[config.mk]
export PLATFORM = sky130hd
export DESIGN_NAME = boot_sequencer
export DESIGN_NICKNAME = d
export VERILOG_FILES = /design/src/rtl/boot_sequencer_pkg.sv /design/src/rtl/boot_sequencer.sv
export SDC_FILE = /design/constraint.sdc
export NUM_CORES = 1
export LEC_CHECK = 0
export ABC_AREA = 0
export CAP_MARGIN = 40
export CELL_PAD_IN_SITES_DETAIL_PLACEMENT = 0
export CELL_PAD_IN_SITES_GLOBAL_PLACEMENT = 1
export CORE_MARGIN = 4
export CORE_UTILIZATION = 31
export CTS_CLUSTER_SIZE = 10
export DETAILED_ROUTE_END_ITERATION = 7
export GPL_TIMING_DRIVEN = 0
export MAX_ROUTING_LAYER = met4
export PLACE_DENSITY_LB_ADDON = 0.1
export RECOVER_POWER = 25
export SYNTH_ARGS = -nofsm -noshare
export SYNTH_HDL_FRONTEND = slang
export SYNTH_SLANG_ARGS = --single-unit
export TNS_END_PERCENT = 30
[constraint.sdc]
create_clock -name clk -period 5.25 [get_ports clk]
set_input_delay 0.7875 -clock clk [delete_from_list [all_inputs] [get_ports clk]]
set_output_delay 0.7875 -clock clk [all_outputs]
set_load 0.03 [all_outputs]
[src/rtl/boot_sequencer_pkg.sv]
// ---------------------------------------------------------------------------
// BootSeqTypes
//
// Shared types for the boot sequencer. Holds the sequencer state encoding,
// the saturation value of the run-cycle counter, and a small helper that
// says which states may start a new program load.
//
// Contents:
//   boot_state_t          3-bit state enum (IDLE=0 .. STEP=5)
//   RUN_CYC_MAX           all-ones value at which run_cycles saturates
//   load_allowed(state)   1 when a load_start pulse is honoured in 'state'
// ---------------------------------------------------------------------------
package BootSeqTypes;

   typedef enum logic [2:0] {
      ST_IDLE  = 3'd0,
      ST_LOAD  = 3'd1,
      ST_FLUSH = 3'd2,
      ST_RUN   = 3'd3,
      ST_HALT  = 3'd4,
      ST_STEP  = 3'd5
   } boot_state_t;

   localparam logic [31:0] RUN_CYC_MAX = 32'hFFFF_FFFF;

   // A reload may abort an idle, running or halted core. Loading, flushing
   // and single-stepping are short, self-terminating states, so a load
   // request arriving there is dropped rather than queued.
   function automatic logic load_allowed(input boot_state_t s);
      return (s == ST_IDLE) || (s == ST_RUN) || (s == ST_HALT);
   endfunction

endpackage

[src/rtl/boot_sequencer.sv]
// ---------------------------------------------------------------------------
// boot_sequencer
//
// Drives a five-stage pipelined core from outside. Streams a program into
// instruction memory over a valid/ready word port, holds the core in reset
// long enough to drain the pipeline, then lets it run. Debug halt,
// single-step, resume and a single PC breakpoint are implemented by gating
// the core's clock enable.
//
// Ports:
//   clk, rst            clock; synchronous active-high reset
//   load_start          pulse: begin a program load
//   load_len[7:0]       words to load, sampled with load_start (0 = rerun)
//   in_valid/in_ready   word handshake; in_data is the program word
//   imem_we/addr/wdata  instruction memory write port (byte address)
//   core_rst            core reset (high in IDLE, LOAD, FLUSH)
//   core_run            core clock enable (high in RUN, STEP)
//   pc_if               core fetch PC, used for the breakpoint
//   bp_en, bp_pc        breakpoint enable and address
//   halt_req, step_req, resume_req   debug pulses
//   halted              state is HALT
//   state_o[2:0]        current state encoding
//   run_cycles[31:0]    saturating count of core_run cycles since last load
// ---------------------------------------------------------------------------
module boot_sequencer
   import BootSeqTypes::*;
#(
   parameter int PC_W       = 9,
   parameter int INS_W      = 32,
   parameter int IMEM_WORDS = 128,
   parameter int FLUSH_CYC  = 4
) (
   input  logic              clk,
   input  logic              rst,

   input  logic              load_start,
   input  logic [7:0]        load_len,
   input  logic              in_valid,
   output logic              in_ready,
   input  logic [INS_W-1:0]  in_data,

   output logic              imem_we,
   output logic [PC_W-1:0]   imem_addr,
   output logic [INS_W-1:0]  imem_wdata,

   output logic              core_rst,
   output logic              core_run,
   input  logic [PC_W-1:0]   pc_if,

   input  logic              bp_en,
   input  logic [PC_W-1:0]   bp_pc,
   input  logic              halt_req,
   input  logic              step_req,
   input  logic              resume_req,

   output logic              halted,
   output logic [2:0]        state_o,
   output logic [31:0]       run_cycles
);

   // word_cnt indexes words (byte address minus the two zero bits); len
   // needs one extra bit so a full-memory load (IMEM_WORDS) is
   // representable.
   localparam int WC_W  = PC_W - 2;
   localparam int LEN_W = PC_W - 1;
   localparam int FC_W  = (FLUSH_CYC > 1) ? $clog2(FLUSH_CYC) : 1;

   boot_state_t        state_q,      state_d;
   logic [WC_W-1:0]    word_cnt_q,   word_cnt_d;
   logic [LEN_W-1:0]   len_q,        len_d;
   logic [FC_W-1:0]    flush_cnt_q,  flush_cnt_d;
   logic               bp_mask_q,    bp_mask_d;
   logic [31:0]        run_cycles_q, run_cycles_d;

   logic [LEN_W-1:0]   len_clamped;
   logic               last_word;
   logic               flush_done;
   logic               bp_hit;
   logic               load_accept;

   // Moore outputs decoded from the state register only.
   assign core_rst   = (state_q == ST_IDLE) || (state_q == ST_LOAD) ||
                       (state_q == ST_FLUSH);
   assign core_run   = (state_q == ST_RUN) || (state_q == ST_STEP);
   assign in_ready   = (state_q == ST_LOAD);
   assign halted     = (state_q == ST_HALT);
   assign state_o    = state_q;
   assign run_cycles = run_cycles_q;

   // The memory write is the handshake itself, so it lands in the same
   // cycle the word is accepted and sustains one word per clock.
   assign imem_we    = in_valid & in_ready;
   assign imem_addr  = {word_cnt_q, 2'b00};
   assign imem_wdata = in_data;

   // Lengths beyond the memory depth are clamped so the word counter can
   // never run past the last word and wrap onto the start of the program.
   always_comb begin
      len_clamped = LEN_W'(load_len);
      if (int'(load_len) > IMEM_WORDS) begin
         len_clamped = LEN_W'(IMEM_WORDS);
      end
   end

   assign last_word   = (LEN_W'(word_cnt_q) == (len_q - LEN_W'(1)));
   assign flush_done  = (flush_cnt_q == FC_W'(FLUSH_CYC - 1));
   assign bp_hit      = bp_en && (pc_if == bp_pc);
   assign load_accept = load_start && load_allowed(state_q);

   // Next-state and counter logic. The per-state case handles normal
   // progress; a reload request is applied afterwards so it overrides
   // whatever the current state would otherwise have done, giving it the
   // highest priority in any state that accepts it.
   always_comb begin
      state_d      = state_q;
      word_cnt_d   = word_cnt_q;
      len_d        = len_q;
      flush_cnt_d  = '0;
      bp_mask_d    = bp_mask_q;
      run_cycles_d = run_cycles_q;

      if (core_run && (run_cycles_q != RUN_CYC_MAX)) begin
         run_cycles_d = run_cycles_q + 32'd1;
      end

      // After a resume or step off a breakpoint, the mask suppresses the
      // hit at that same PC until the core has fetched somewhere else.
      if (core_run && (pc_if != bp_pc)) begin
         bp_mask_d = 1'b0;
      end

      case (state_q)
         ST_IDLE: begin
         end

         ST_LOAD: begin
            if (imem_we) begin
               if (last_word) begin
                  state_d = ST_FLUSH;
               end else begin
                  word_cnt_d = word_cnt_q + WC_W'(1);
               end
            end
         end

         ST_FLUSH: begin
            if (flush_done) begin
               state_d = ST_RUN;
            end else begin
               flush_cnt_d = flush_cnt_q + FC_W'(1);
            end
         end

         ST_RUN: begin
            if (halt_req) begin
               state_d = ST_HALT;
            end else if (bp_hit && !bp_mask_q) begin
               state_d = ST_HALT;
            end
         end

         ST_HALT: begin
            if (resume_req) begin
               state_d   = ST_RUN;
               bp_mask_d = 1'b1;
            end else if (step_req) begin
               state_d   = ST_STEP;
               bp_mask_d = 1'b1;
            end
         end

         ST_STEP: begin
            state_d = ST_HALT;
         end

         default: begin
            state_d = ST_IDLE;
         end
      endcase

      // A zero length reruns the program already in memory, so only the
      // pipeline flush is repeated and the run counter is left alone.
      if (load_accept) begin
         bp_mask_d   = 1'b0;
         flush_cnt_d = '0;
         if (load_len != 8'd0) begin
            state_d      = ST_LOAD;
            len_d        = len_clamped;
            word_cnt_d   = '0;
            run_cycles_d = '0;
         end else begin
            state_d = ST_FLUSH;
         end
      end
   end

   // State and counter registers with synchronous reset.
   always_ff @(posedge clk) begin
      if (rst) begin
         state_q      <= ST_IDLE;
         word_cnt_q   <= '0;
         len_q        <= '0;
         flush_cnt_q  <= '0;
         bp_mask_q    <= 1'b0;
         run_cycles_q <= '0;
      end else begin
         state_q      <= state_d;
         word_cnt_q   <= word_cnt_d;
         len_q        <= len_d;
         flush_cnt_q  <= flush_cnt_d;
         bp_mask_q    <= bp_mask_d;
         run_cycles_q <= run_cycles_d;
      end
   end

endmodule

---- After elaboration in Yosys (flattened, before gate mapping) ----
Cells that the tools add are included.
storage, ports and cells
  register bits after elaboration ......... 53
  input port bits ......................... 66
  output and inout port bits .............. 81
  logic and storage cells ................. 69
operators by class
  $add $sub $neg .......................... 4
  $lt $le $gt $ge ......................... 1
  eq/ne operators ......................... 16
  mux-type cells .......................... 23
  bitwise operators ....................... 2
  reduce and logical (&&, ||, !) cells .... 17
operators with widths
  kind                   number
  $mux 32                3
  $mux 7                 5
  $add 32x1->32 const B  1
  $ne 32x32->1 const B   1
  $mux 3                 8
  $pmux 3 s6             1
  $eq 9x9->1             1
  $ne 9x9->1             1
  $eq 7x8->1             1
  $gt 8x8->1 const B     1
  $mux 8                 1
  $ne 4x3->1 const B     2
  $reduce_bool 8->1      1
  $sub 8x1->8 const B    1
  $add 7x1->7 const B    1
  $eq 3x2->1 const B     2
  $eq 3x3->1 const B     2
  $ne 3x1->1 const B     2
  $reduce_and 6->1       1
  $logic_and 1x1->1      5
  $logic_or 1x1->1       5
  $mux 1                 4
  $reduce_or 4->1        1
  $eq 3x1->1 const B     1
  other kinds (11)       11

---- Longest topological paths before layout ----
Gate-level depths: netlist of the first run.
  word-level depth ........................ 7
  mapped depth ............................ 9
  gate-level depth less buffers ........... 8

---- Worst setup path after synthesis of the first run ----
No wires, ideal clock.
  path kind ............................... register to register
  start point ............................. reg run_cycles_q[0] (netlist: run_cycles[0])
  end point ............................... reg run_cycles_q[30] (netlist: run_cycles[30])
  setup time .............................. 71 ps
  data arrival time ....................... 2431 ps
  data required time ...................... 5179 ps
  setup slack ............................. 2748 ps
  stages on the path, launching flop included .. 8
  buffers on the path ..................... 1
  period minus slack after synthesis ...... 2502 ps
  cells stage by stage .................... dfxtp_1 ha_1 nand4_1 or4b_1 or3b_1 clkbuf_1 or3_1 a21oi_1
between the ends
  cells in the longest elaborated chain, start to end .. 5
  elaborated cells between the ends (all ways) .. 6
  those cells by class .................... 1 x add/sub; 1 x eq/ne; 3 x mux; 1 x reduce/logical
ends and longest elaborated chain
  what                                                                   line                   source
  from (decl)                                                            boot_sequencer.sv:73   logic [31:0] run_cycles_q, run_cycles_d;
  from (signal assigned)                                                 boot_sequencer.sv:212  run_cycles_q <= run_cycles_d;
  parallel branches: the longest is 2 deep, another holds $add 32x1->32  n/a
  $mux 32 *                                                              boot_sequencer.sv:122  if (core_run && (run_cycles_q != RUN_CYC_MAX)) begin
  $mux 32                                                                boot_sequencer.sv:186  if (load_len != 8'd0) begin
  $mux 32 *                                                              boot_sequencer.sv:183  if (load_accept) begin
Mark *: on every way between the ends.
A chain may end at the register's enable or synchronous reset.

---- Final worst setup path of the first run ----
  start point ............................. reg state_q[0] (netlist: state_o[0])
  end point ............................... out core_run
between the ends
  cells in the longest elaborated chain, start to end .. 2
  elaborated cells between the ends (all ways) .. 3
  those cells by class .................... 2 x eq/ne; 1 x reduce/logical
ends and longest elaborated chain
  what                                      line                   source
  from (decl)                               boot_sequencer.sv:68   boot_state_t state_q, state_d;
  from (signal assigned)                    boot_sequencer.sv:207  state_q <= state_d;
  $eq 3x2->1 or $eq 3x3->1 (tied branches)  boot_sequencer.sv:84   assign core_run = (state_q == ST_RUN) || (state_q == ST_STEP);
  $logic_or 1x1->1 *                        boot_sequencer.sv:84
  to (decl)                                 boot_sequencer.sv:47   output logic core_run,
Mark *: on every way between the ends. The rest lies on a longest branch, timed or not.

==> summary.md, run 1 <==
| Metric | Value |
|---|---|
| Initial antenna violation count | `0` |
| DRT iter0 DRCs | `101` |
| Clock Sinks | `53` |
| # setup viols final | `0` |
| Clock Skews | `approximately 9.4 ps` |
| Critical Path RT | `around 4500 ps` |
| Relative slew slack | `50.25%` |
| First-pass GRT wire length | `13,520 µm` |
| Vias in the first global route | `2,866` |
| Hold Path Sink | `flush_cnt_q[0]$_SDFF_PP0_` |
| Minimum clock period | `2996 ps` |
| Avg Cell Area, Syn | `8.091 µm²` |
| # IOs | `147` |
| Nets | `578` |
| RSZ-0062 raised after global routing | `no` |
| Drt drc | `0` |
| Tcrit/Tclk final | `a little under three fifths` |
| GRT Total Usage | `14.37%` |
| Area delta synth->final | `46.27%` |
| EDFF count, synth | `0` |
| GPL Wtd Cong | `roughly 0.83` |
| Reg2Reg Depth | `7` |
| Sequential share of the synthesized area | `about a third` |
| CP arrival | `between 2000 and 2500 ps` |
| Clock Latency Late Sink | `300 ps` |
| Max frequency | `333.8 MHz` |
| Post-synth ARST share | `0%` |
| Setup crit end kind | `primary output` |
| Hold WC Path Type | `flop to flop` |
| Post-CTS Setup Bufs | `0` |
| Num CTS Buffers | `5` |
| Synth Warn # | `0` |
| Gr ovfl total | `0` |
| Die area | `0.01174 mm²` |
| Slew Viols, Final | `0` |
| Vias | `between 2,000 and 3,000` |
| Peak supply drop | `0.1611 mV` |
| DR vias/cell | `roughly 4.7` |
| Final WL | `8358 µm` |
| Beginning of the worst hold path | `flush_cnt_q[0]$_SDFF_PP0_` |
| H-Tree Level Count | `2` |
| Largest net degree at the start of global routing | `17` |
| Commonest register cell after synthesis | `dfxtp_1` |
| Number of max-cap violations | `0` |
| Worst-Margin Slew | `736.6 ps` |
| Fin Hold WS | `428.4 ps` |
| Final Hold Viols | `0` |
| Share of cells above drive strength 1 | `around a tenth` |
| Rows | `36` |
| TritonRoute pass-1 iters | `4` |
| Yosys cell types | `51` |
| Die X | `108.4 µm` |
| Diode count | `0` |
| Setup tns final | `0 ps` |
| Die height | `108.4 µm` |
| HPWL after DPL | `6695 µm` |
| Post-CTS sizing | `0` |
| CTS tree | `built` |
| Root buf cell | `clkbuf_8` |
| CTS Hold Buffers Added | `0` |
| Core ar. | `0.009774 mm²` |
| Reg-to-reg startpoint | `run_cycles[0]$_SDFF_PP0_` |
| Mapped cell area | `0.003123 mm²` |
| Port bufs | `between 100 and 150` |
| PwrDens | `263.9 mW/mm²` |
| Min-Delay Path Depth | `1` |
| Reg2Reg Setup Slack | `between 2000 and 3000 ps` |
| Mapped Cells | `386` |
| Status | `completed` |
| Pleak | `between 1.5 and 2 nW` |
| Clk buf depth | `2` |
| Starting Density | `31.95%` |
| WS Path Type | `flop to primary output` |
| Number of synthesized register bits | `53` |
| Crit path launch type | `flop` |
| WL/cell | `13.02 µm` |
| Worst reg2reg path endpoint | `run_cycles[22]$_SDFF_PP0_` |
| Worst-path fanout max | `10` |
| CTS clk-pin slew, worst paths | `around 100 ps` |
| Filler cells | `978` |
| DRT antenna net count | `0` |
-- kinds of logic after synthesis --
kind of cell    after synthesis  synth area share, %
compound gates               65                14.02
xor+xnor                     45                12.62
simple gates                153                25.28
mux                           2               0.6411
flops                        53                33.97
other cells                   1               0.1201
fa+ha+maj                     4                1.603
buf+inv                      63                11.74
-- synthesized netlist by cell type, types with 3 or more instances --
cell / n / share of area [%]
xor2_1: 29 / 8.1
nand4_1: 14 / 2.8
nand3_1: 14 / 2.2
o21ai_0: 16 / 2.6
and3_1: 12 / 2.4
inv_1: 19 / 2.3
nor3_1: 7 / 1.1
buf_4: 34 / 8.2
or3_1: 7 / 1.4
a21oi_1: 18 / 2.9
nor4_1: 4 / 0.80
nor2_1: 47 / 5.6
dfxtp_1: 53 / 34
ha_1: 4 / 1.6
a22o_1: 3 / 0.84
and2_1: 5 / 1.0
clkbuf_1: 8 / 0.96
xnor2_1: 16 / 4.5
nand2b_1: 5 / 1.0
o21a_1: 3 / 0.72
a21o_1: 3 / 0.72
nand2_1: 23 / 2.8
a211oi_1: 3 / 0.72
a31oi_1: 4 / 0.80
-- where the power goes --
part           internal [W]  switching (W)
Clock              0.000190       0.000138
Combinational      0.000180       0.000254
Sequential         0.000421      0.0000226
Total              0.000791       0.000415
-- metrics by stage --
| stage | worst slack [ps] | instances | power [W] | cell area [µm²] | utilization, % |
|---|---|---|---|---|---|
| after global placement | 2139 | 632 | 0.0008889 | 4414 | 45.16 |
| after detailed placement | 2147 | 634 | 0.0008932 | 4434 | 45.37 |
| after global routing | 2078 | 642 | 0.001278 | 4568 | 46.74 |
| after CTS | 2212 | 642 | 0.001226 | 4568 | 46.74 |
| final | 2254 | 642 | 0.001205 | 4568 | 46.74 |
| after floorplan | 2748 | 387 | 0.0007394 | 3127 | - |
-- how the worst max path moves through the flow --
stage	startpoint	to	slack, ps	depth (start not counted)
floorplan	run_cycles[0]$_SDFF_PP0_	run_cycles[30]$_SDFF_PP0_	2750	7
global placement	load_len[5]	state_o[1]$_SDFFE_PP0P_	2140	7
detailed placement	load_len[5]	state_o[1]$_SDFFE_PP0P_	2150	7
CTS	state_o[0]$_SDFFE_PP0P_	core_run	2210	4
global route	state_o[0]$_SDFFE_PP0P_	core_run	2080	4
finish	state_o[0]$_SDFFE_PP0P_	core_run	2250	4
-- area by class of cell --
class                      instances  area [µm²]  area share, %
tap                              133       166.4          3.643
timing repair buffer             114        1140          24.95
clock inverter                     3       65.06          1.424
multi-input combinational        271        1700          37.22
buffer                            44       295.3          6.464
clock buffer                       5       68.82          1.506
sequential                        53        1061          23.23
inverter                          19       71.32          1.561
-- cells in the final DEF (no fill, tap or decap), types with 3 or more instances in the layout --
cell type,n
a211oi_1,3
a21o_1,3
a21oi_1,18
a22o_1,3
a31oi_1,4
and2_1,5
and3_1,12
buf_4,35
clkbuf_1,8
clkbuf_8,5
clkdlybuf4s50_1,81
dfxtp_1,53
dlygate4sd3_1,31
ha_1,4
inv_1,19
nand2_1,23
nand2b_1,5
nand3_1,14
nand4_1,14
nor2_1,47
nor3_1,7
nor4_1,4
o21a_1,3
o21ai_0,16
or3_1,7
xnor2_1,16
xor2_1,29
-- worst max-delay path: stages, from the launching register on --
cell and delay (ps):
dfxtp_1 410, clkbuf_1 360, nand2_1 250, inv_1 180
clkdlybuf4s50_1 700
-- state kept, by name, summed over array words and instances (netlist names) --
register,count
word_cnt_q,7
state_o,3
run_cycles,32
len_q,8
flush_cnt_q,2
bp_mask_q,1
-- layer usage --
| layer | GRT usage (%) | share of wire [%] | vias up | wire length, µm |
|---|---|---|---|---|
| met5 | - | 0 | - | 0 |
| met4 | 2.435 | 0.44 | 0 | 37 |
| met3 | 2.388 | 6.2 | 2 | 520 |
| met2 | 24.38 | 47 | 95 | 3955 |
| met1 | 18.29 | 46 | 1355 | 3845 |
| li1 | - | - | 1542 | - |
No activity file was read; power rests on OpenSTA's default activity.
==> inputs of run 2 (changes only) <==
- CORE_UTILIZATION: 31 -> 29
- clock period: 5.25 -> 3.1 ns (I/O delays scaled with it)
==> run 2 against run 1 <==
Sequential power increased by 70%. Largest cell class unchanged. Largest power group unchanged. Sequential share of layout area up 0.21 points. Non-clock buffer count unchanged. Highest routed layer unchanged. Clock skew up 11 ps. Clock power is 29% higher.
==> summary.md, run 2 (synthesis gave the netlist of run 1 again) <==
| Metric | Value |
|---|---|
| Worst-Margin Slew | `722.5 ps (was 736.6 ps)` |
| Reg2Reg Setup Slack | `500 ps (was 2650 ps)` |
| Rows | `37 (was 36)` |
| Final Hold Viols | `0 (unchanged)` |
| First-pass GRT wire length | `14,030 µm (was 13,520 µm)` |
| Filler cells | `1,078 (was 978)` |
| Most common cell after layout, fill and taps aside | `clkdlybuf4s50_1 (unchanged)` |
| Beginning of the worst hold path | `flush_cnt_q[0]$_SDFF_PP0_ (unchanged)` |
| Tcrit/Tclk final | `84.47%` |
| PwrDens | `421.5 mW/mm² (was 263.9 mW/mm²)` |
| Clock Sinks | `53 (unchanged)` |
| Worst reg2reg path endpoint | `run_cycles[22]$_SDFF_PP0_ (unchanged)` |
| Relative slew slack | `51.43% (was 50.25%)` |
| Nets | `578 (unchanged)` |
| Clk buf depth | `2 (unchanged)` |
| Root buf cell | `clkbuf_8 (unchanged)` |
| RSZ-0062 raised after global routing | `no (unchanged)` |
| Peak supply drop | `0.2123 mV (was 0.1611 mV)` |
| Total Power | `0.001908 W (was 0.001205 W)` |
| H-Tree Level Count | `2 (unchanged)` |
| Share of cells above drive strength 1 | `10.22% (unchanged)` |
| Status | `completed (unchanged)` |
| Critical Path RT | `2630 ps (was 4460 ps)` |
| Critical Path Max Stage Delay | `700 ps (about the same)` |
| DRT iter0 DRCs | `102 (was 101)` |
| Drt drc | `0 (unchanged)` |
| CTS Hold Buffers Added | `0 (unchanged)` |
| Hold WC Path Type | `flop to flop (unchanged)` |
| GPL Wtd Cong | `0.7979 (was 0.8330)` |
| Largest net degree at the start of global routing | `19 (was 17)` |
| Area delta synth->final | `44.95% (was 46.27%)` |
| Multi-input combinational cell area | `0.001700 mm² (unchanged)` |
| Pleak | `1.670 nW (was 1.784 nW)` |
| Number of max-cap violations | `0 (unchanged)` |
| Worst path cell trace | `clkbuf_1, nand2_1, inv_1, clkdlybuf4s50_1 (unchanged)` |
| Core ar. | `0.01042 mm² (was 0.009774 mm²)` |
| Die X | `111.8 µm (was 108.4 µm)` |
| WL/cell | `13.49 µm (was 13.02 µm)` |
| Slew Viols, Final | `0 (unchanged)` |
| Crit path launch type | `flop (unchanged)` |
| Final WL | `8701 µm (was 8358 µm)` |
| Vias in the first global route | `2,971 (was 2,866)` |
| Diode count | `0 (unchanged)` |
| DRT antenna net count | `0 (unchanged)` |
| Max frequency | `381.9 MHz` |
| Max FFs per register | `32 (unchanged)` |
| TritonRoute pass-1 iters | `4 (unchanged)` |
| Post-CTS Setup Bufs | `0 (unchanged)` |
| Hold Path Sink | `flush_cnt_q[0]$_SDFF_PP0_ (unchanged)` |
| Min-Delay Path Depth | `1 (unchanged)` |
| WS Path Type | `flop to primary output (unchanged)` |
| Reg-to-reg startpoint | `run_cycles[0]$_SDFF_PP0_ (unchanged)` |
| CTS clk-pin slew, worst paths | `90 ps (was 100 ps)` |
| Starting Density | `29.98% (was 31.95%)` |
| Clock Skews | `20.37 ps (was 9.372 ps)` |
| Most frequent cells in the layout | `81 x clkdlybuf4s50_1, 53 x dfxtp_1, 47 x nor2_1 (unchanged)` |
| Critical-path top delay cell | `clkdlybuf4s50_1 (unchanged)` |
| Initial antenna violation count | `0 (unchanged)` |
| CP delay by family, top | `buffers and inverters (unchanged)` |
| CTS tree | `built (unchanged)` |
| Post-CTS sizing | `0 (unchanged)` |
| HPWL after DPL | `6916 µm (was 6695 µm)` |
| Setup tns final | `0 ps (unchanged)` |
| Worst path bufs/invs | `3 (unchanged)` |
| Port bufs | `112 (unchanged)` |
| # IOs | `147 (unchanged)` |
| # setup viols final | `0 (unchanged)` |
| Setup crit end kind | `primary output (unchanged)` |
| Die area | `0.01249 mm² (was 0.01174 mm²)` |
| Die height | `111.8 µm (was 108.4 µm)` |
| Clock Latency Late Sink | `320 ps (was 300 ps)` |
| GRT Total Usage | `13.69% (was 14.37%)` |
| Reg2Reg Depth | `7 (unchanged)` |
| Vias | `3,034 (was 2,994)` |
| Worst-path fanout max | `10 (unchanged)` |
| Num CTS Buffers | `5 (unchanged)` |
| Gr ovfl total | `0 (unchanged)` |
| CP arrival | `2150 ps (was 2210 ps)` |
| Minimum clock period | `2619 ps` |
| DR vias/cell | `4.704 (was 4.664)` |
| Reg area | `0.001061 mm² (unchanged)` |
==> run 2: cell types whose count changed in the layout (fill, tap and decap cells not counted) <==
cell	before	now
clkinv_2	1	0
inv_8	0	1
clkdlybuf4s15_2	1	0
clkinvlp_4	0	2
buf_2	2	3
bufinv_16	2	0
==> run 2: metrics by stage <==
step / util (%) / cells / hold WS (ps) / instance area, µm² / worst slack (ps)
finish: 43.46 / 645 / 430.2 / 4527 / 481.4
CTS: 43.46 / 645 / 434.1 / 4527 / 429.5
floorplan: - / 387 / 398.3 / 3127 / 598.1
global placement: 42.41 / 635 / 409.1 / 4418 / 273.3
detailed placement: 42.55 / 637 / 419.1 / 4432 / 333.2
global route: 43.46 / 645 / 470.9 / 4527 / 314.6
==> run 2: power breakdown <==
part	total [W]	switching [W]	internal [W]
combinational	0.000732	0.000430	0.000303
clock	0.000423	0.000258	0.000165
sequential	0.000753	0.0000403	0.000713
total	0.00191	0.000728	0.00118
==> run 2: area by class of cell <==
class | count | area share, %
multi-input combinational | 271 | 37.56
timing repair buffer | 114 | 25.04
sequential | 53 | 23.44
buffer | 44 | 6.523
tap | 136 | 3.759
inverter | 19 | 1.575
clock buffer | 5 | 1.520
clock inverter | 3 | 0.5804
==> run 2: metal layers <==
metal  share of wire (%)  routed length [µm]  up-vias  track usage (%)
met2                  48                4159       94            22.86
met4                 1.0                  87        0            3.244
met3                 5.5                 475        9            2.826
met1                  46                3978     1379            16.95
li1                    -                   -     1552                -
met5                   0                   0        -                -
==> run 2: worst max path at each step <==
stage | startpoint | end | slack (ps) | depth (start not counted)
after floorplan | run_cycles[0]$_SDFF_PP0_ | run_cycles[30]$_SDFF_PP0_ | 600 | 7
final | state_o[0]$_SDFFE_PP0P_ | core_run | 480 | 4
after detailed placement | load_len[5] | state_o[1]$_SDFFE_PP0P_ | 330 | 7
after CTS | state_o[0]$_SDFFE_PP0P_ | core_run | 430 | 4
after global routing | run_cycles[0]$_SDFF_PP0_ | run_cycles[30]$_SDFF_PP0_ | 310 | 7
after global placement | run_cycles[0]$_SDFF_PP0_ | run_cycles[11]$_SDFF_PP0_ | 270 | 7
==> run 2: worst reg2reg max path, cell delays in order (launching register included) <==
cell	delay (ps)
dfxtp_1	430
ha_1	240
nand4_1	190
or4b_1	590
or3b_1	380
clkbuf_1	200
or3_1	340
a21oi_1	140
